[config.mk]
export PLATFORM = sky130hd
export DESIGN_NAME = vga_mem_arbiter
export DESIGN_NICKNAME = d
export VERILOG_FILES = /design/src/rtl/vga_mem_arbiter.sv
export SDC_FILE = /design/constraint.sdc
export NUM_CORES = 1
export LEC_CHECK = 0
export CORE_ASPECT_RATIO = 1.75
export CORE_UTILIZATION = 48
export CTS_CLUSTER_SIZE = 10
export DETAILED_ROUTE_END_ITERATION = 7
export PLACE_DENSITY = 0.76
export SYNTH_ARGS = -nofsm -noshare
export SYNTH_HDL_FRONTEND = slang
export SYNTH_SLANG_ARGS = --single-unit
[constraint.sdc]
create_clock -name clk -period 2.2 [get_ports clk]
set_input_delay 0.44 -clock clk [delete_from_list [all_inputs] [get_ports clk]]
set_output_delay 0.44 -clock clk [all_outputs]
set_load 0.01 [all_outputs]
[src/rtl/vga_mem_arbiter.sv]
// Arbitrates one synchronous-read pixel memory between scan-out reads (always first) and a CPU write queue.
// Define VGA_ARB_FWD_EN to forward queued, not-yet-written pixels to scan-out reads of the same address.
module vga_mem_arbiter #(
  parameter int DATA_W     = 3,
  parameter int FIFO_DEPTH = 4
) (
  input  logic                            clk,
  input  logic                            reset,
  input  logic                            cpu_we,
  input  logic [7:0]                      cpu_x,
  input  logic [7:0]                      cpu_y,
  input  logic [DATA_W-1:0]               cpu_data,
  output logic                            cpu_ready,
  input  logic                            scan_req,
  input  logic [7:0]                      scan_x,
  input  logic [7:0]                      scan_y,
  output logic [DATA_W-1:0]               scan_data,
  output logic                            scan_valid,
  output logic [15:0]                     mem_addr,
  output logic                            mem_we,
  output logic [DATA_W-1:0]               mem_wdata,
  input  logic [DATA_W-1:0]               mem_rdata,
  output logic [$clog2(FIFO_DEPTH):0]     pending,
  output logic                            ovf
);

  // state  | meaning
  // S_IDLE | memory port unused this cycle
  // S_RD   | scan-out read address on the port
  // S_WR   | queue head being written to memory
  typedef enum logic [1:0] {S_IDLE, S_RD, S_WR} state_t;

  localparam int PTR_W = $clog2(FIFO_DEPTH);
  localparam int CNT_W = PTR_W + 1;

  state_t state, state_nxt;

  logic [15:0]       q_addr [FIFO_DEPTH];
  logic [DATA_W-1:0] q_data [FIFO_DEPTH];
  logic [PTR_W-1:0]  wr_ptr, rd_ptr;
  logic [CNT_W-1:0]  count;
  logic              push, pop;
  logic              rd_valid;
  logic [DATA_W-1:0] scan_hold;
  logic              fwd_hit;
  logic [DATA_W-1:0] fwd_data;

  assign cpu_ready  = (count != CNT_W'(FIFO_DEPTH));
  assign push       = cpu_we && cpu_ready;
  assign pop        = (state_nxt == S_WR);
  assign pending    = count;
  assign scan_valid = rd_valid;
  assign scan_data  = rd_valid ? (fwd_hit ? fwd_data : mem_rdata) : scan_hold;

  // The decision uses the registered count, so a write pushed on this edge cannot be popped on it.
  always_comb begin
    state_nxt = S_IDLE;
    if (scan_req)
      state_nxt = S_RD;
    else if (count != '0)
      state_nxt = S_WR;
  end

  always_ff @(posedge clk or posedge reset) begin
    if (reset) begin
      state  <= S_IDLE;
      wr_ptr <= '0;
      rd_ptr <= '0;
      count  <= '0;
      ovf    <= 1'b0;
    end else begin
      state <= state_nxt;
      if (push)
        wr_ptr <= wr_ptr + PTR_W'(1);
      if (pop)
        rd_ptr <= rd_ptr + PTR_W'(1);
      case ({push, pop})
        2'b10:   count <= count + CNT_W'(1);
        2'b01:   count <= count - CNT_W'(1);
        default: count <= count;
      endcase
      if (cpu_we && !cpu_ready)
        ovf <= 1'b1;
    end
  end

  always_ff @(posedge clk) begin
    if (push) begin
      q_addr[wr_ptr] <= {cpu_y, cpu_x};
      q_data[wr_ptr] <= cpu_data;
    end
  end

  // Port outputs are registered for the state being entered, so they line up with it.
  always_ff @(posedge clk or posedge reset) begin
    if (reset) begin
      mem_addr  <= '0;
      mem_wdata <= '0;
      mem_we    <= 1'b0;
      rd_valid  <= 1'b0;
      scan_hold <= '0;
    end else begin
      rd_valid <= (state == S_RD);
      if (rd_valid)
        scan_hold <= scan_data;
      case (state_nxt)
        S_RD: begin
          mem_addr <= {scan_y, scan_x};
          mem_we   <= 1'b0;
        end
        S_WR: begin
          mem_addr  <= q_addr[rd_ptr];
          mem_wdata <= q_data[rd_ptr];
          mem_we    <= 1'b1;
        end
        default: mem_we <= 1'b0;
      endcase
    end
  end

`ifdef VGA_ARB_FWD_EN
  logic              fwd_hit_nxt;
  logic [DATA_W-1:0] fwd_data_nxt;
  logic [PTR_W-1:0]  fwd_idx;

  // Scan oldest to youngest so the youngest matching entry wins.
  always_comb begin
    fwd_hit_nxt  = 1'b0;
    fwd_data_nxt = '0;
    fwd_idx      = '0;
    for (int i = 0; i < FIFO_DEPTH; i++) begin
      fwd_idx = rd_ptr + PTR_W'(i);
      if ((CNT_W'(i) < count) && (q_addr[fwd_idx] == mem_addr)) begin
        fwd_hit_nxt  = 1'b1;
        fwd_data_nxt = q_data[fwd_idx];
      end
    end
  end

  always_ff @(posedge clk or posedge reset) begin
    if (reset) begin
      fwd_hit  <= 1'b0;
      fwd_data <= '0;
    end else begin
      fwd_hit  <= (state == S_RD) && fwd_hit_nxt;
      fwd_data <= fwd_data_nxt;
    end
  end
`else
  assign fwd_hit  = 1'b0;
  assign fwd_data = '0;
`endif

endmodule

# ---- Word-level counts from Yosys, hierarchy flattened
# Memory sizes are Yosys's and may differ from the RTL's. A register that Yosys moved wholly into a read port is not among the register bits.
# Index checks and enable logic that the tools add are counted.
dict set report op_classes {
  reduce_logical 6
  muxes 8
  n_eq_ne 6
  addsub 4
}
# cell n
set ops {}
lappend ops {{16-bit one-hot mux with 2 select lines} 1}
lappend ops {{2-bit by 1-bit equality test with 1-bit output (second input constant)} 3}
lappend ops {{3-bit one-hot mux with 2 select lines} 1}
lappend ops {{2-bit by 1-bit adder with 2-bit output (second input constant)} 2}
lappend ops {{2-bit equality test (second input constant)} 2}
lappend ops {{2-bit 2-to-1 mux} 2}
lappend ops {{2-bit nonzero test} 2}
lappend ops {{3-bit by 1-bit adder with 3-bit output (second input constant)} 1}
lappend ops {{1-bit 2-to-1 mux} 3}
lappend ops {{3-bit 2-to-1 mux} 1}
lappend ops {{3-bit inequality test (second input constant)} 1}
lappend ops {{3-bit nonzero test} 1}
lappend ops {{3-bit by 1-bit subtractor with 3-bit output (second input constant)} 1}
lappend ops {{1-bit logical AND} 2}
lappend ops {{1-bit zero test} 1}
dict set report word_totals {
  reg_bits 31
  out_inout_bits 29
  mem_bits_rw 76
  memories 2
  input_bits 42
}
# name words word_bits rd rd_clocked_by_memory_dff write_ports line_no
set mem_list {}
lappend mem_list {q_addr 4 16 1 0 1 38} ;# logic [15:0] q_addr [FIFO_DEPTH];
lappend mem_list {q_data 4 3 1 1 1 39} ;# logic [DATA_W-1:0] q_data [FIFO_DEPTH];

# ---- Logic depth before layout (Yosys ltp)
# Gate-level depths: netlist of run 1.
dict set report depth {
  ltp_word 6
  depth_mapped 11
}

# ---- Least setup slack after synthesis of run 1
# Ideal clock, no wire load.
dict set report synth_path {
  kind {in2reg}
  from {input port scan_req}
  to {register count[2] (netlist: pending[2])}
  setup_time_ps 80
  path_buffers 3
  setup_slack_ps -16
  cell_stages 11
  t_required_ps 2120
  arrival_time_ps 2136
  cell_sequence {buf_2 or2_1 buf_6 buf_6 inv_1 ha_1 inv_1 fa_1 xor2_1 nor2_1 xor2_1}
}
dict set report synth_via {
  elab_chain_cells 4
  elab_cells_between_ends 6
}
# item line_no
set synth_rtl {}
lappend synth_rtl {{start: declaration} 14} ;# input logic scan_req,
lappend synth_rtl {{2-bit 2-to-1 mux (*)} 58} ;# if (scan_req)
lappend synth_rtl {{2-bit equality test (*)} 50} ;# assign pop = (state_nxt == S_WR);
lappend synth_rtl {{named net pop} 42} ;# logic push, pop;
lappend synth_rtl {{2-bit by 1-bit equality test with 1-bit output / 2-bit equality test (equally long branches)} 77} ;# case ({push, pop})
lappend synth_rtl {{3-bit one-hot mux with 2 select lines / 2-bit nonzero test (equally long branches)} n/a}
lappend synth_rtl {{end signal: assignment} 78} ;# 2'b10: count <= count + CNT_W'(1);
lappend synth_rtl {{end signal: assignment} 79} ;# 2'b01: count <= count - CNT_W'(1);
lappend synth_rtl {{end signal: assignment} 80} ;# default: count <= count;
lappend synth_rtl {{end: declaration} 41} ;# logic [CNT_W-1:0] count;
# Mark *: on every way through the listed nets, which the timed path passes. The rest lies on a longest branch.
# A chain may end at the register's enable or synchronous reset.

# ---- Final worst setup path of run 1
dict set report layout_path {
  from {register rd_valid (netlist: scan_valid)}
  to {output port scan_data[2]}
}
dict set report layout_via {
  elab_chain_cells 1
}
# item line_no
set layout_rtl {}
lappend layout_rtl {{start: declaration} 43} ;# logic rd_valid;
lappend layout_rtl {{start signal: assignment} 103} ;# rd_valid <= (state == S_RD);
lappend layout_rtl {{3-bit 2-to-1 mux} 53} ;# assign scan_data = rd_valid ? (fwd_hit ? fwd_data : mem_rdata) : scan_hold;
lappend layout_rtl {{end: declaration} 17} ;# output logic [DATA_W-1:0] scan_data,
# No other way between the ends.

==> impl_results.md, run 1 <==
* Worst Path Required at 1.76 ns
* Logic pwr share at 33.0%
* Largest family of logic cells by synthesized area: multiplexers
* Drt first pass iters at 4
* Worst Skew at ~0.0076 ns
* CTS tree: yes
* Vias in the first global route at 2445
* Final #Nets at 370
* Setup WS pre-CTS at -0.0438 ns
* Switching pwr at 1.91 mW
* # setup viols final at 0
* CP endpoint kind: primary output
* Worst reg2reg setup slack at ~0.17 ns
* Final Cell Area at 5580 µm²
* Flop pwr share at 45.1%
* Max Clock Freq at ~0.47 GHz
* Fin. Hold Viols at 0
* CTS Hold Buffers Added at 0
* Initial antenna violation count at 0
* Period utilisation layout at 96.4%
* Syn nets at 281
* Max VDD drop at approximately 0.00062 V
* First-pass GRT wire length at 12100 µm
* Root Buffer: clkbuf_16
* Critical Path AT at 1.68 ns
* Mapped Cells at about 230
* Initial drt markers at 98
* Antenna-violating nets left at 0
* Dpl cells at roughly 430
* Dpl cell area at 5300 µm²
* IO Pins at just over 70
* Commonest non-fill, non-tap cell in the layout: edfxtp_1
* Via count at about 2300
* Largest net degree at the start of global routing at 35
* Commonest non-fill, non-tap cells in the layout: 76 x edfxtp_1, 70 x clkdlybuf4s50_1, 34 x dfrtp_1, 25 x inv_1, 17 x buf_4
* Via density at 5.19
* Gpl congestion at between 0.6 and 0.7
* CP Max Fanout at 7
* Synth cell types at 31
* Top post-synthesis cells by area: edfxtp_1 52%, dfrtp_1 19%, mux4_2 6.7%, mux4_1 3.6%, a22oi_1 2.7%
* I/O Buffers at 70
* Worst-Margin Slew at 0.443 ns
* Worst slew margin at 70.5%
* H-Tree Depth at 3
* Drt total wl at around 7500 µm
* Leak at about 2.1 nW
* Inserted Clock Buffers at 9
* Final WS setup at between 0.07 and 0.08 ns
* Number of synthesized flops with an enable pin at 76
* Post-synthesis xor/xnor area fraction at roughly 1.4%
* Layout cell share with drive strength beyond 1 at slightly above 20%
* Die Y at between 100 and 150 µm
* Worst hold-check path type: reg2reg
* Power Dens Cells at 1220 nW/µm²
* Site Rows at 45
* Max-cap violations at 0
* Area share of and/or/nand/nor cells after synthesis at 2.32%
* Core area at between 8000 and 9000 µm²
* Unrepaired setup endpoints after global routing: false
* Die area at 9500 µm²
* Worst skew pair latency at between 0.3 and 0.4 ns
* Hold slack at 0.393 ns
* Final cell count without fillers at 442
* Wirelength per Cell at approximately 17 µm
* Grt ovf at 0
* Post-synthesis register bit count at 110
* Async S/R FF share, synth at about 31%
* Width of the die at between 70 and 80 µm
* Dpl hpwl at 5420 µm
* CTS Sinks at 110
* Outcome: finished, final reports clean
* Max-slew violation total from the final report at 0
* Switch share at 28.1%
* Post-Syn Area at 4370 µm²
* Post-CTS setup buffers at 0
* Crit Path Class: reg2out
* Initial core utilization at 50.1%
* Predominant post-synthesis flop cell: edfxtp_1
* Internal Power at 4.89 mW
* Yosys warning count at 0
* Post-layout util at 63.9%
* Post-synthesis mux area share at 13.4%
* GR Util All Layers at around 18%
* Share of the synthesized area in the top cell type at 52.2%
* Post-Synth Adder-Cell Area at 1.89%
* Syn avg cell area at around 19 µm²
* Crit start category: flip-flop
* Final min period at 2.12 ns
* Clock share of power at 21.9%
* Sequential fraction of the synthesis area at 71.7%
* Clock transition at path regs at 0.06 ns
* Clock Path Buffers at 2
* Synth Area in Compound Gates at 5.44%
* Drt drc at 0
* Area grow syn2layout at 27.6%
* Area leader, netlist: edfxtp_1
* ANT cells at 0
-- synthesized netlist by cell type, types with 2 or more instances --
master,number
a22oi_1,16
and2_1,4
buf_2,2
buf_4,2
buf_6,3
clkbuf_1,3
dfrtp_1,34
edfxtp_1,76
ha_1,5
inv_1,25
mux2_2,7
mux2_4,3
mux4_1,6
mux4_2,13
o21ai_0,8
o21ai_2,8
xnor2_1,2
xor2_1,3
-- metal layers --
| metal | GRT usage [%] | up-vias | share of wire, % |
|---|---|---|---|
| met1 | 21.0 | 1150 | 38 |
| met3 | 4.09 | 16 | 3.8 |
| li1 | - | 1067 | - |
| met2 | 30.8 | 62 | 55 |
| met4 | 8.37 | 0 | 2.8 |
| met5 | 0 | - | 0 |
-- worst paths after layout --
kind | startpoint | endpoint | cells after the start
setup reg to reg | pending[1] | pending[2] | 9
hold / removal | state[1] | scan_valid | 1
setup / recovery | scan_valid | scan_data[2] | 2
max in group asynchronous | reset | scan_hold[0] | 3
hold reg to reg | state[1] | scan_valid | 1
min in group asynchronous | reset | mem_addr[3] | 3
-- sequential cells by signal, indices dropped and copies added, names as in the netlist --
| signal | cells |
|---|---|
| q_addr | 64 |
| mem_addr | 16 |
| q_data | 12 |
| mem_wdata | 3 |
| pending | 3 |
| scan_hold | 3 |
| rd_ptr | 2 |
| state | 2 |
| wr_ptr | 2 |
| mem_we | 1 |
| ovf | 1 |
| scan_valid | 1 |
-- what timing repair did --
item / in CTS / in global routing
setup endpoints to repair: 0 / 1
gates resized for setup: 0 / 1
hold endpoints to repair: 0 / 0
-- power by group through the flow --
stage	Sequential, mW	Combinational, mW	Clock, mW
5_1_grt	3.12	2.47	1.61
2_1_floorplan	3.12	1.29	0
3_5_place_dp	3.10	2.27	0
6_report	3.06	2.25	1.49
3_3_place_gp	3.06	2.22	0
4_1_cts	3.06	2.28	1.53
-- stage by stage --
stage / power, mW / setup TNS [ns]
detailed placement: 5.38 / -0.0438
finish: 6.80 / 0
floorplan: 4.41 / 0
global placement: 5.28 / 0
CTS: 6.88 / 0
global route: 7.19 / 0
-- cell type report --
type                    instances  area, µm²
well taps                     117        146
flip-flops and latches        110       3130
clock inverters                 3       37.5
inverters                      26        100
clock buffers                  11        233
repair buffers                 88        848
multi-input cells              87       1080
fillers                       647       3150
-- cells by family (layout without fill, tap and decap cells) --
kind of cell,Yosys count,in the layout
buffers and inverters,36,128
xor gates and xnor gates,6,6
DFF,110,110
adders and majority gates,6,6
and+or+nand+nor,12,12
AOI/OAI and AO/OA,33,33
muxes,30,30
-- critical path, stage by stage, from the launching register on --
cell	delay [ns]
dfrtp_1	0.50
mux2_2	0.37
clkdlybuf4s50_1	0.48
Note: power is estimated with default switching activity, not from simulation.
==> run 2, diff against run 1 <==
--- a/config.mk
+++ b/config.mk
@@ -6,10 +6,12 @@
 export NUM_CORES = 1
 export LEC_CHECK = 0
 export CORE_ASPECT_RATIO = 1.75
+export CORE_MARGIN = 2
 export CORE_UTILIZATION = 48
 export CTS_CLUSTER_SIZE = 10
 export DETAILED_ROUTE_END_ITERATION = 7
 export PLACE_DENSITY = 0.76
+export SLEW_MARGIN = 20
 export SYNTH_ARGS = -nofsm -noshare
 export SYNTH_HDL_FRONTEND = slang
 export SYNTH_SLANG_ARGS = --single-unit
==> run 2 against run 1 <==
  * Utilization down 1.5 points
  * Combinational power about the same
  * Highest routed layer unchanged
  * Power up 1.0%
  * Largest power group unchanged
  * Clock power up 4%
  * First-iteration DRC count down 7.1%
  * Critical endpoint is now cpu_ready
  * Final cell count up 1.1%
  * Die area up 4.3%
==> impl_results.md, run 2 (synthesis results as in run 1) <==
* Core area at 8980 µm²
* Grt ovf at 0
* Dpl cells at 431
* Power Dens Cells at 1230 nW/µm²
* CTS tree: yes
* IO Pins at 71
* Biggest register: q_addr
* Biggest regs: q_addr x64, mem_addr x16, q_data x12
* Commonest non-fill, non-tap cell in the layout: edfxtp_1
* Commonest non-fill, non-tap cells in the layout: 76 x edfxtp_1, 70 x clkdlybuf4s50_1, 33 x dfrtp_1, 25 x inv_1, 17 x buf_4
* Final Cell Area at 5600 µm²
* Initial antenna violation count at 0
* Worst-Margin Slew at 0.418 ns
* Wire length on met1 at 2960 µm
* Drt first pass iters at 4
* Largest net degree at the start of global routing at 35
* Drt total wl at 7830 µm
* CP Max Fanout at 6
* Fin. Hold Viols at 0
* Max-cap violations at 0
* Final cell count without fillers at 447
* Die Y at between 100 and 150 µm
* Vias in the first global route at 2558
* Post-layout util at slightly above 60%
* Crit Path Class: reg2out
* Max-slew violation total from the final report at 0
* Inserted Clock Buffers at 9
* Antenna-violating nets left at 0
* Site Rows at 46
* Largest register FFs at 64
* FILL cells at 670
* Worst hold-check path type: reg2reg
* Via count at 2308
* Dpl hpwl at 5550 µm
* Final #Nets at 370
* CTS Sinks at between 100 and 150
* Worst Path Required at 1.76 ns
* Cts repair resizes at 0
* Worst skew pair latency at 0.34 ns
* Outcome: finished, final reports clean
* Final WS setup at 0.113 ns
* Gpl congestion at 0.773
* Root Buffer: clkbuf_16
* Worst slew margin at 71.9%
* Via density at 5.16
* GR Util All Layers at between 15 and 20%
* Unrepaired setup endpoints after global routing: false
* Width of the die at 76.1 µm
* Setup_tns at 0 ns
* Setup WS pre-CTS at -0.0683 ns
* Dpl cell area at 5300 µm²
* CTS Hold Buffers Added at 0
* Layout cell share with drive strength beyond 1 at 21.7%
* Worst Hold Depth at 1
* Top sig layer: met4
* H-Tree Depth at 3
* Final min period at 2.09 ns
* Max VDD drop at between 0.0006 and 0.0007 V
* Register area at 3130 µm²
* Crit start category: flip-flop
* Drt drc at 0
* Worst R2R Path Depth at 9
* Met2 WL post-DR at 4420 µm
* Leak at between 2 and 2.5 nW
* Clock transition at path regs at 0.07 ns
* Worst Skew at ~0.0076 ns
* Multi-input logic area at around 1100 µm²
* Metal3 WL at between 200 and 250 µm
* Initial core utilization at a little under 50%
* Initial drt markers at 91
* CP endpoint kind: primary output
* Wirelength per Cell at 17.5 µm
* ANT cells at 0
* Critical Path AT at 1.65 ns
* Die area at 9910 µm²
* Clock Path Buffers at 2
* Area grow syn2layout at 28.2%
* Post-CTS setup buffers at 0
* I/O Buffers at 70
* # setup viols final at 0
* Period utilisation layout at 94.9%
* Max Clock Freq at 0.479 GHz
* Total power at 6.87 mW
* Hold slack at 0.388 ns
* First-pass GRT wire length at roughly 12000 µm
-- run 2: final timing paths --
path                                 start     endpoint  slack [ns]
worst max-delay path            pending[0]    cpu_ready        0.11
worst min-delay path              state[1]   scan_valid        0.39
worst max register to register  pending[0]   pending[2]        0.12
worst min register to register    state[1]   scan_valid        0.39
max in group asynchronous            reset   scan_valid        1.37
min in group asynchronous            reset  mem_addr[3]        0.50
-- run 2: power breakdown --
part	internal [mW]	switching (mW)
sequential	2.78	0.281
combinational	1.23	1.02
clock	0.879	0.668
total	4.90	1.97
-- run 2: final cells by class --
cell class / instances / area share (%)
Sequential cell: 110 / 56.0
Multi-Input combinational cell: 87 / 19.2
Timing Repair Buffer: 88 / 15.1
Clock buffer: 10 / 4.09
Tap cell: 120 / 2.68
Inverter: 26 / 1.79
Clock inverter: 6 / 1.12
-- run 2: critical path, stage by stage, from the launching register on --
cell and delay [ns]:
dfrtp_1 0.50, nor3b_4 0.28, inv_1 0.06, clkdlybuf4s50_1 0.47
-- run 2: per-layer routing --
layer	vias to the layer above	GRT usage [%]
met4	0	9.84
met5	-	0
li1	1069	-
met3	16	3.25
met2	54	31.8
met1	1169	17.9
